<file path="src/rtl/fft_stage_sched.sv">
// Stage sequencer for the mixed-radix FFT: walks each stage's groups one per cycle,
// inserts a write-back gap between stages and delays the mux/PE controls to meet bank data.
module fft_stage_sched #(
    parameter int ADDR_WIDTH = 10,
    parameter int GRP_WIDTH  = 10,
    parameter int MAX_STAGES = 4,
    parameter int MEM_LAT    = 1,
    parameter int STAGE_GAP  = 4
) (
    input  logic                            clk,
    input  logic                            rst,
    input  logic                            start,
    input  logic [2:0]                      cfg_num_stages,
    input  logic [3*MAX_STAGES-1:0]         cfg_stage_point,
    input  logic [MAX_STAGES-1:0]           cfg_stage_p2mode,
    input  logic [GRP_WIDTH*MAX_STAGES-1:0] cfg_stage_groups,
    input  logic                            pe_ready,
    output logic                            mem_rd_en,
    output logic [ADDR_WIDTH-1:0]           mem_rd_addr,
    output logic [$clog2(MAX_STAGES)-1:0]   mem_stage,
    output logic [2:0]                      mux_point,
    output logic                            mux_point_2_mode,
    output logic                            pe_valid,
    output logic                            busy,
    output logic                            done,
    output logic                            cfg_err
);

    localparam int STG_W  = $clog2(MAX_STAGES);
    localparam int GAP_W  = $clog2(STAGE_GAP + 1);
    localparam int PIPE_W = 5;

    typedef enum logic [1:0] {
        S_IDLE = 2'd0,
        S_RUN  = 2'd1,
        S_GAP  = 2'd2
    } state_t;

    state_t                 state_q, state_d;
    logic [2:0]             num_q, num_d;
    logic [2:0]             point_q  [MAX_STAGES];
    logic [2:0]             point_d  [MAX_STAGES];
    logic                   p2mode_q [MAX_STAGES];
    logic                   p2mode_d [MAX_STAGES];
    logic [GRP_WIDTH-1:0]   groups_q [MAX_STAGES];
    logic [GRP_WIDTH-1:0]   groups_d [MAX_STAGES];
    logic [STG_W-1:0]       stage_q, stage_d;
    logic [GRP_WIDTH-1:0]   grp_q, grp_d;
    logic [GAP_W-1:0]       gap_q, gap_d;
    logic                   cfg_err_q, cfg_err_d;
    logic [PIPE_W-1:0]      pipe_q [MEM_LAT];
    logic [PIPE_W-1:0]      pipe_d [MEM_LAT];

    logic [2:0]             in_point  [MAX_STAGES];
    logic                   in_p2     [MAX_STAGES];
    logic [GRP_WIDTH-1:0]   in_groups [MAX_STAGES];
    logic [MAX_STAGES-1:0]  stage_bad;
    logic                   cfg_ok;
    logic                   grp_last;
    logic                   gap_last;
    logic                   stage_last;
    logic                   issue;
    logic [2:0]             cur_point;
    logic                   cur_p2;

    // Unpack the flat config buses and flag any used stage with an illegal radix or zero groups.
    genvar gi;
    generate
        for (gi = 0; gi < MAX_STAGES; gi++) begin : g_cfg
            localparam logic [2:0] STAGE_IDX = 3'(gi);
            logic point_legal;

            assign in_point[gi]  = cfg_stage_point[3*gi +: 3];
            assign in_p2[gi]     = cfg_stage_p2mode[gi];
            assign in_groups[gi] = cfg_stage_groups[GRP_WIDTH*gi +: GRP_WIDTH];

            always_comb begin
                case (in_point[gi])
                    3'd2, 3'd3, 3'd4, 3'd5, 3'd7: point_legal = 1'b1;
                    default:                      point_legal = 1'b0;
                endcase
            end

            assign stage_bad[gi] = (cfg_num_stages > STAGE_IDX) &&
                                   (!point_legal || (in_groups[gi] == '0));
        end
    endgenerate

    assign cfg_ok = (cfg_num_stages != 3'd0) &&
                    (cfg_num_stages <= 3'(MAX_STAGES)) &&
                    (stage_bad == '0);

    assign cur_point  = point_q[stage_q];
    assign cur_p2     = p2mode_q[stage_q] && (cur_point == 3'd2);
    assign grp_last   = (grp_q == (groups_q[stage_q] - GRP_WIDTH'(1)));
    assign gap_last   = (gap_q == GAP_W'(1));
    assign stage_last = ((3'(stage_q) + 3'd1) == num_q);
    assign issue      = (state_q == S_RUN) && pe_ready;

    always_ff @(posedge clk) begin
        if (rst) begin
            state_q <= S_IDLE;
        end else begin
            state_q <= state_d;
        end
    end

    always_comb begin
        state_d   = state_q;
        num_d     = num_q;
        stage_d   = stage_q;
        grp_d     = grp_q;
        gap_d     = gap_q;
        cfg_err_d = 1'b0;
        for (int s = 0; s < MAX_STAGES; s++) begin
            point_d[s]  = point_q[s];
            p2mode_d[s] = p2mode_q[s];
            groups_d[s] = groups_q[s];
        end

        case (state_q)
            S_IDLE: begin
                if (start) begin
                    if (cfg_ok) begin
                        num_d   = cfg_num_stages;
                        stage_d = '0;
                        grp_d   = '0;
                        state_d = S_RUN;
                        for (int s = 0; s < MAX_STAGES; s++) begin
                            point_d[s]  = in_point[s];
                            p2mode_d[s] = in_p2[s];
                            groups_d[s] = in_groups[s];
                        end
                    end else begin
                        cfg_err_d = 1'b1;
                    end
                end
            end
            S_RUN: begin
                if (pe_ready) begin
                    grp_d = grp_q + GRP_WIDTH'(1);
                    if (grp_last) begin
                        state_d = S_GAP;
                        gap_d   = GAP_W'(STAGE_GAP);
                    end
                end
            end
            S_GAP: begin
                if (gap_last) begin
                    grp_d = '0;
                    if (stage_last) begin
                        stage_d = '0;
                        state_d = S_IDLE;
                    end else begin
                        stage_d = stage_q + STG_W'(1);
                        state_d = S_RUN;
                    end
                end else begin
                    gap_d = gap_q - GAP_W'(1);
                end
            end
            default: state_d = S_IDLE;
        endcase

        // Idle slots push zeros so the mux select falls back to 0 between issues.
        pipe_d[0] = issue ? {1'b1, cur_point, cur_p2} : '0;
        for (int i = 1; i < MEM_LAT; i++) begin
            pipe_d[i] = pipe_q[i-1];
        end
    end

    always_ff @(posedge clk) begin
        if (rst) begin
            num_q     <= '0;
            stage_q   <= '0;
            grp_q     <= '0;
            gap_q     <= '0;
            cfg_err_q <= 1'b0;
            for (int s = 0; s < MAX_STAGES; s++) begin
                point_q[s]  <= '0;
                p2mode_q[s] <= 1'b0;
                groups_q[s] <= '0;
            end
            for (int i = 0; i < MEM_LAT; i++) begin
                pipe_q[i] <= '0;
            end
        end else begin
            num_q     <= num_d;
            stage_q   <= stage_d;
            grp_q     <= grp_d;
            gap_q     <= gap_d;
            cfg_err_q <= cfg_err_d;
            for (int s = 0; s < MAX_STAGES; s++) begin
                point_q[s]  <= point_d[s];
                p2mode_q[s] <= p2mode_d[s];
                groups_q[s] <= groups_d[s];
            end
            for (int i = 0; i < MEM_LAT; i++) begin
                pipe_q[i] <= pipe_d[i];
            end
        end
    end

    always_comb begin
        mem_rd_en        = issue;
        mem_rd_addr      = issue ? ADDR_WIDTH'(grp_q) : '0;
        mem_stage        = stage_q;
        pe_valid         = pipe_q[MEM_LAT-1][4];
        mux_point        = pipe_q[MEM_LAT-1][3:1];
        mux_point_2_mode = pipe_q[MEM_LAT-1][0];
        busy             = (state_q != S_IDLE);
        done             = (state_q == S_GAP) && gap_last && stage_last;
        cfg_err          = cfg_err_q;
    end

endmodule

</file>
<file path="config.mk">
export PLATFORM = sky130hd
export DESIGN_NAME = fft_stage_sched
export DESIGN_NICKNAME = d
export VERILOG_FILES = /design/src/rtl/fft_stage_sched.sv
export SDC_FILE = /design/constraint.sdc
export NUM_CORES = 1
export LEC_CHECK = 0
export CORE_ASPECT_RATIO = 0.9
export CORE_MARGIN = 1
export CORE_UTILIZATION = 35
export DETAILED_ROUTE_END_ITERATION = 10
export GPL_ROUTABILITY_DRIVEN = 0
export PLACE_DENSITY_LB_ADDON = 0.12
export SYNTH_ARGS = -nofsm -noshare
export SYNTH_HDL_FRONTEND = slang
export SYNTH_SLANG_ARGS = --single-unit
</file>
<file path="constraint.sdc">
create_clock -name clk -period 2.6 [get_ports clk]
set_input_delay 0.39 -clock clk [delete_from_list [all_inputs] [get_ports clk]]
set_output_delay 0.39 -clock clk [all_outputs]
set_load 0.005 [all_outputs]
</file>
==> impl_results.rst <==
.. list-table::
   :header-rows: 1

   * - Metric
     - Value
   * - XOR/XNOR share of the synthesized area
     - 4.296%
   * - Post-route DRC
     - 0
   * - Worst-path fanout max
     - 6
   * - Via total after detailed routing
     - 3287
   * - Area enclosed by the die boundary
     - approximately 13000 sq um
   * - Final Core Density
     - ~52%
   * - Layout cell share with drive strength beyond 1
     - 22.33%
   * - Antenna diode count
     - 0
   * - Setup CP Type
     - reg2reg
   * - Post-synthesis sequential area ratio
     - 52.37%
   * - Core Footprint
     - 11670 sq um
   * - Number of synthesized flops with an enable pin
     - 56
   * - Worst Slack Setup Final
     - -0.06884 ns
   * - Tightest Pin Transition
     - about 0.53 ns
   * - Mean instance size in the synthesized netlist
     - 11.63 sq um
   * - Clock-pin slew on the worst setup and hold paths
     - 0.06 ns
   * - Routed length on met3
     - about 580 um
   * - Maximum number of pins on one net before global-route repair
     - 57
   * - CTS tree
     - built
   * - Critical path data required time
     - between 2 and 3 ns
   * - I/O pin count
     - 84
   * - WL met1
     - 5030 um
   * - Data arrival, critical path
     - 2.90 ns
   * - Hold_buf cts
     - 0
   * - Relative contribution of the clock network to total power
     - 40.5%
   * - Post-Synth Simple-Gate Area
     - a little under a quarter
   * - Maximum clock path buffer count
     - 2
   * - Path class of the lowest-slack min-delay path
     - in2reg
   * - Area share of the leading cell type in the synthesized netlist
     - between 30 and 40%
   * - Via count of the first global-routing pass
     - 3279
   * - Internal cell power
     - 2.497 mW
   * - Comb pwr share
     - 12.5%
   * - Clock tree root buffer cell
     - clkbuf_16
   * - Biggest area consumer among synthesized cells
     - edfxtp_1
   * - Worst-Skew Late Latency
     - 0.35 ns
   * - PwrDens
     - 526.8 nW/um^2
   * - Total number of nets in the final design
     - 560
   * - Number of slew-limit violations in the final report
     - 0
   * - Final worst path period share
     - 102.6%
   * - Fin. Hold Viols
     - 0
   * - Area added between synthesis and finish
     - 42.55%
   * - Synthesized cell area
     - 4282 sq um
   * - Crit end category
     - register
   * - Total global routing overflow
     - 0
   * - Portion of total power attributed to sequential cells
     - ~47%
   * - Remaining antenna violation count
     - 0
   * - Slack of the worst reg-to-reg path
     - -0.07 ns
   * - First-pass GRT wire length
     - 17040 um
   * - Sw Pwr
     - about 0.7 mW
   * - Total routed wirelength
     - between 10000 and 15000 um
   * - Count of unique library cells instantiated by Yosys
     - 58
   * - Crit path launch type
     - register
   * - Overall power of the completed layout
     - 3.215 mW
   * - Number of placement rows
     - 37
   * - Fin Setup TNS
     - -0.2071 ns
   * - DP HPWL
     - about 8000 um
   * - Unrepaired setup endpoints after global routing
     - yes
   * - Yosys Warn Count
     - 0
   * - Initial Utilization
     - 36.70%
   * - Hold-critical path depth
     - 2
   * - Die Span X
     - 118.6 um
   * - Final-layout worst hold slack
     - 0.3663 ns
   * - Number of buffers created by CTS
     - 9
   * - Arithmetic-cell share of the synthesized area counting full adders, half adders and majority gates
     - 1.461%
   * - Average wire per cell in the routed design
     - 16.42 um
   * - Placed Instances
     - 633
   * - Port Buffers
     - a little over 80
   * - Maximum vdd drop
     - 0.3241 mV
   * - Cell leakage power
     - roughly 2.2 nW
   * - Filler instances
     - 1070
   * - Number of setup violations in the final report
     - 5
   * - Non-filler cells, final
     - 653
   * - Async SR Flop Fraction
     - 0%
   * - 1st-iter DRT viols
     - 209
   * - Synthesized net count
     - 436
   * - Drt first pass iters
     - 4
   * - Per-cell via count in the routed design
     - 5.034
   * - Highest Clock Rate
     - 374.7 MHz
   * - Time the worst path needs with I/O delays and setup
     - 2.669 ns
   * - Routed length on met2
     - 4970 um
   * - Flip-flop and latch count after synthesis
     - 84
   * - Synth Flop Type
     - edfxtp_1
   * - Switching fraction of total power
     - 22.34%
   * - Post-synthesis cell count
     - 368
   * - Vertical extent of the die
     - ~110 um
   * - Number of sinks driven by the clock tree
     - 84
   * - Dominant combinational cell family by area after synthesis
     - simple AND/OR/NAND/NOR gates
   * - GRT Util Overall
     - 18.00%
   * - Dominant cells by area after synthesis
     - edfxtp_1, dfxtp_1, and2_1
   * - Highest routed layer
     - met4
   * - Max Cap Viol
     - 0
   * - Violations in the final reports
     - setup timing
   * - Number of antenna violations at the first check in global routing
     - 0
   * - Synth Area in Compound Gates
     - 7.276%
   * - Worst slew margin relative to its limit
     - 64.28%
   * - Result of the run
     - finished with violations
   * - Count of cells along the worst register-to-register path
     - 9
   * - Mux cell area share after synthesis
     - 8.767%
   * - Final worst clock skew
     - 0.004496 ns
   * - CTS H-tree lvls
     - 3
## cell families (layout without fill, tap and decap cells)
| group | Yosys count | after routing |
|---|---|---|
| AND/OR/NAND/NOR | 166 | 166 |
| flip-flops | 84 | 84 |
| AO/OA/AOI/OAI | 44 | 44 |
| buffers and inverters | 28 | 157 |
| XOR/XNOR | 21 | 21 |
| multiplexers | 20 | 20 |
| adder cells (fa/ha/maj) | 5 | 5 |
## synthesized netlist by cell type, types with 10 or more instances
| library cell | count |
|---|---|
| clkbuf_1 | 13 |
| nor3_1 | 11 |
| nand2_1 | 12 |
| edfxtp_1 | 56 |
| xnor2_1 | 18 |
| mux4_2 | 14 |
| and2_1 | 71 |
| inv_1 | 10 |
| a21oi_1 | 10 |
| dfxtp_1 | 28 |
| nor2_1 | 23 |
## registers in the layout (all words and copies together), names as in the netlist, named ones only
register,flops
cfg_err,1
gap_q,3
groups_q,40
grp_q,10
mem_stage,2
num_q,3
p2mode_q,4
pipe_q,5
point_q,12
state_q,2
## power groups by stage
| stage | Combinational, mW | Sequential, mW | Clock (mW) |
|---|---|---|---|
| 3_5_place_dp | 0.373 | 1.54 | 0 |
| 5_1_grt | 0.433 | 1.52 | 1.39 |
| 3_3_place_gp | 0.369 | 1.54 | 0 |
| 2_1_floorplan | 0.162 | 1.53 | 0 |
| 6_report | 0.400 | 1.51 | 1.30 |
| 4_1_cts | 0.387 | 1.51 | 1.33 |
## per-layer routing
layer | global-route usage (%) | vias up
li1 | - | 1606
met1 | 23.05 | 1587
met2 | 28.74 | 82
met3 | 6.383 | 12
met4 | 5.063 | 0
met5 | 0 | -
## area by class of cell
type	count	area (sq um)	share of cell area, %
Clock inverter	2	13.76	0.2255
Timing Repair Buffer	131	1251	20.50
Sequential cell	84	2247	36.82
Tap cell	156	195.2	3.198
Multi-Input combinational cell	256	2059	33.74
Inverter	10	41.29	0.6765
Clock buffer	14	295.3	4.838
## cells in the final DEF (no fill, tap or decap), types with 4 or more instances in the layout
master	instances
ha_1	4
and2_1	71
nand3_1	7
dlymetal6s2s_1	6
nor2_1	21
nor4_1	4
xnor2_1	18
or4_1	4
clkdlybuf4s50_1	77
edfxtp_1	56
nor3_1	9
buf_4	43
nand2_1	12
mux2i_1	6
clkbuf_16	10
inv_1	7
a21oi_1	10
mux4_2	14
nand4_1	4
dfxtp_1	26
## timing repair
| action | CTS | global route |
|---|---|---|
| buffers inserted | 2 | 2 |
| gates resized for setup | 14 | 20 |
| setup endpoints to repair | 67 | 120 |
| pin swaps | 4 | 12 |
## critical path, stage by stage, from the launching register on
cell and delay (ns):
dfxtp_4 0.40, buf_6 0.15, mux4_2 0.53, or3_4 0.45
a2111oi_2 0.33, a32o_1 0.18, a21o_1 0.12, nand3_4 0.11
o211ai_1 0.20, a21oi_1 0.08
## through the flow
step                instance area, sq um  setup WS (ns)
floorplan                           4300        -0.1966
global placement                    5613        -0.4343
detailed placement                  5613        -0.4928
CTS                                 6000       -0.09723
global route                        6103        -0.2137
finish                              6103       -0.06884
## path summary, 6_finish.rpt
check                                    startpoint        endpoint
worst min register to register             num_q[1]        num_q[1]
worst max-delay path                       register        gap_q[0]
worst max register to register             register        gap_q[0]
worst min-delay path            cfg_stage_groups[4]  groups_q[0][4]
Power figures use the tool's default switching activity.
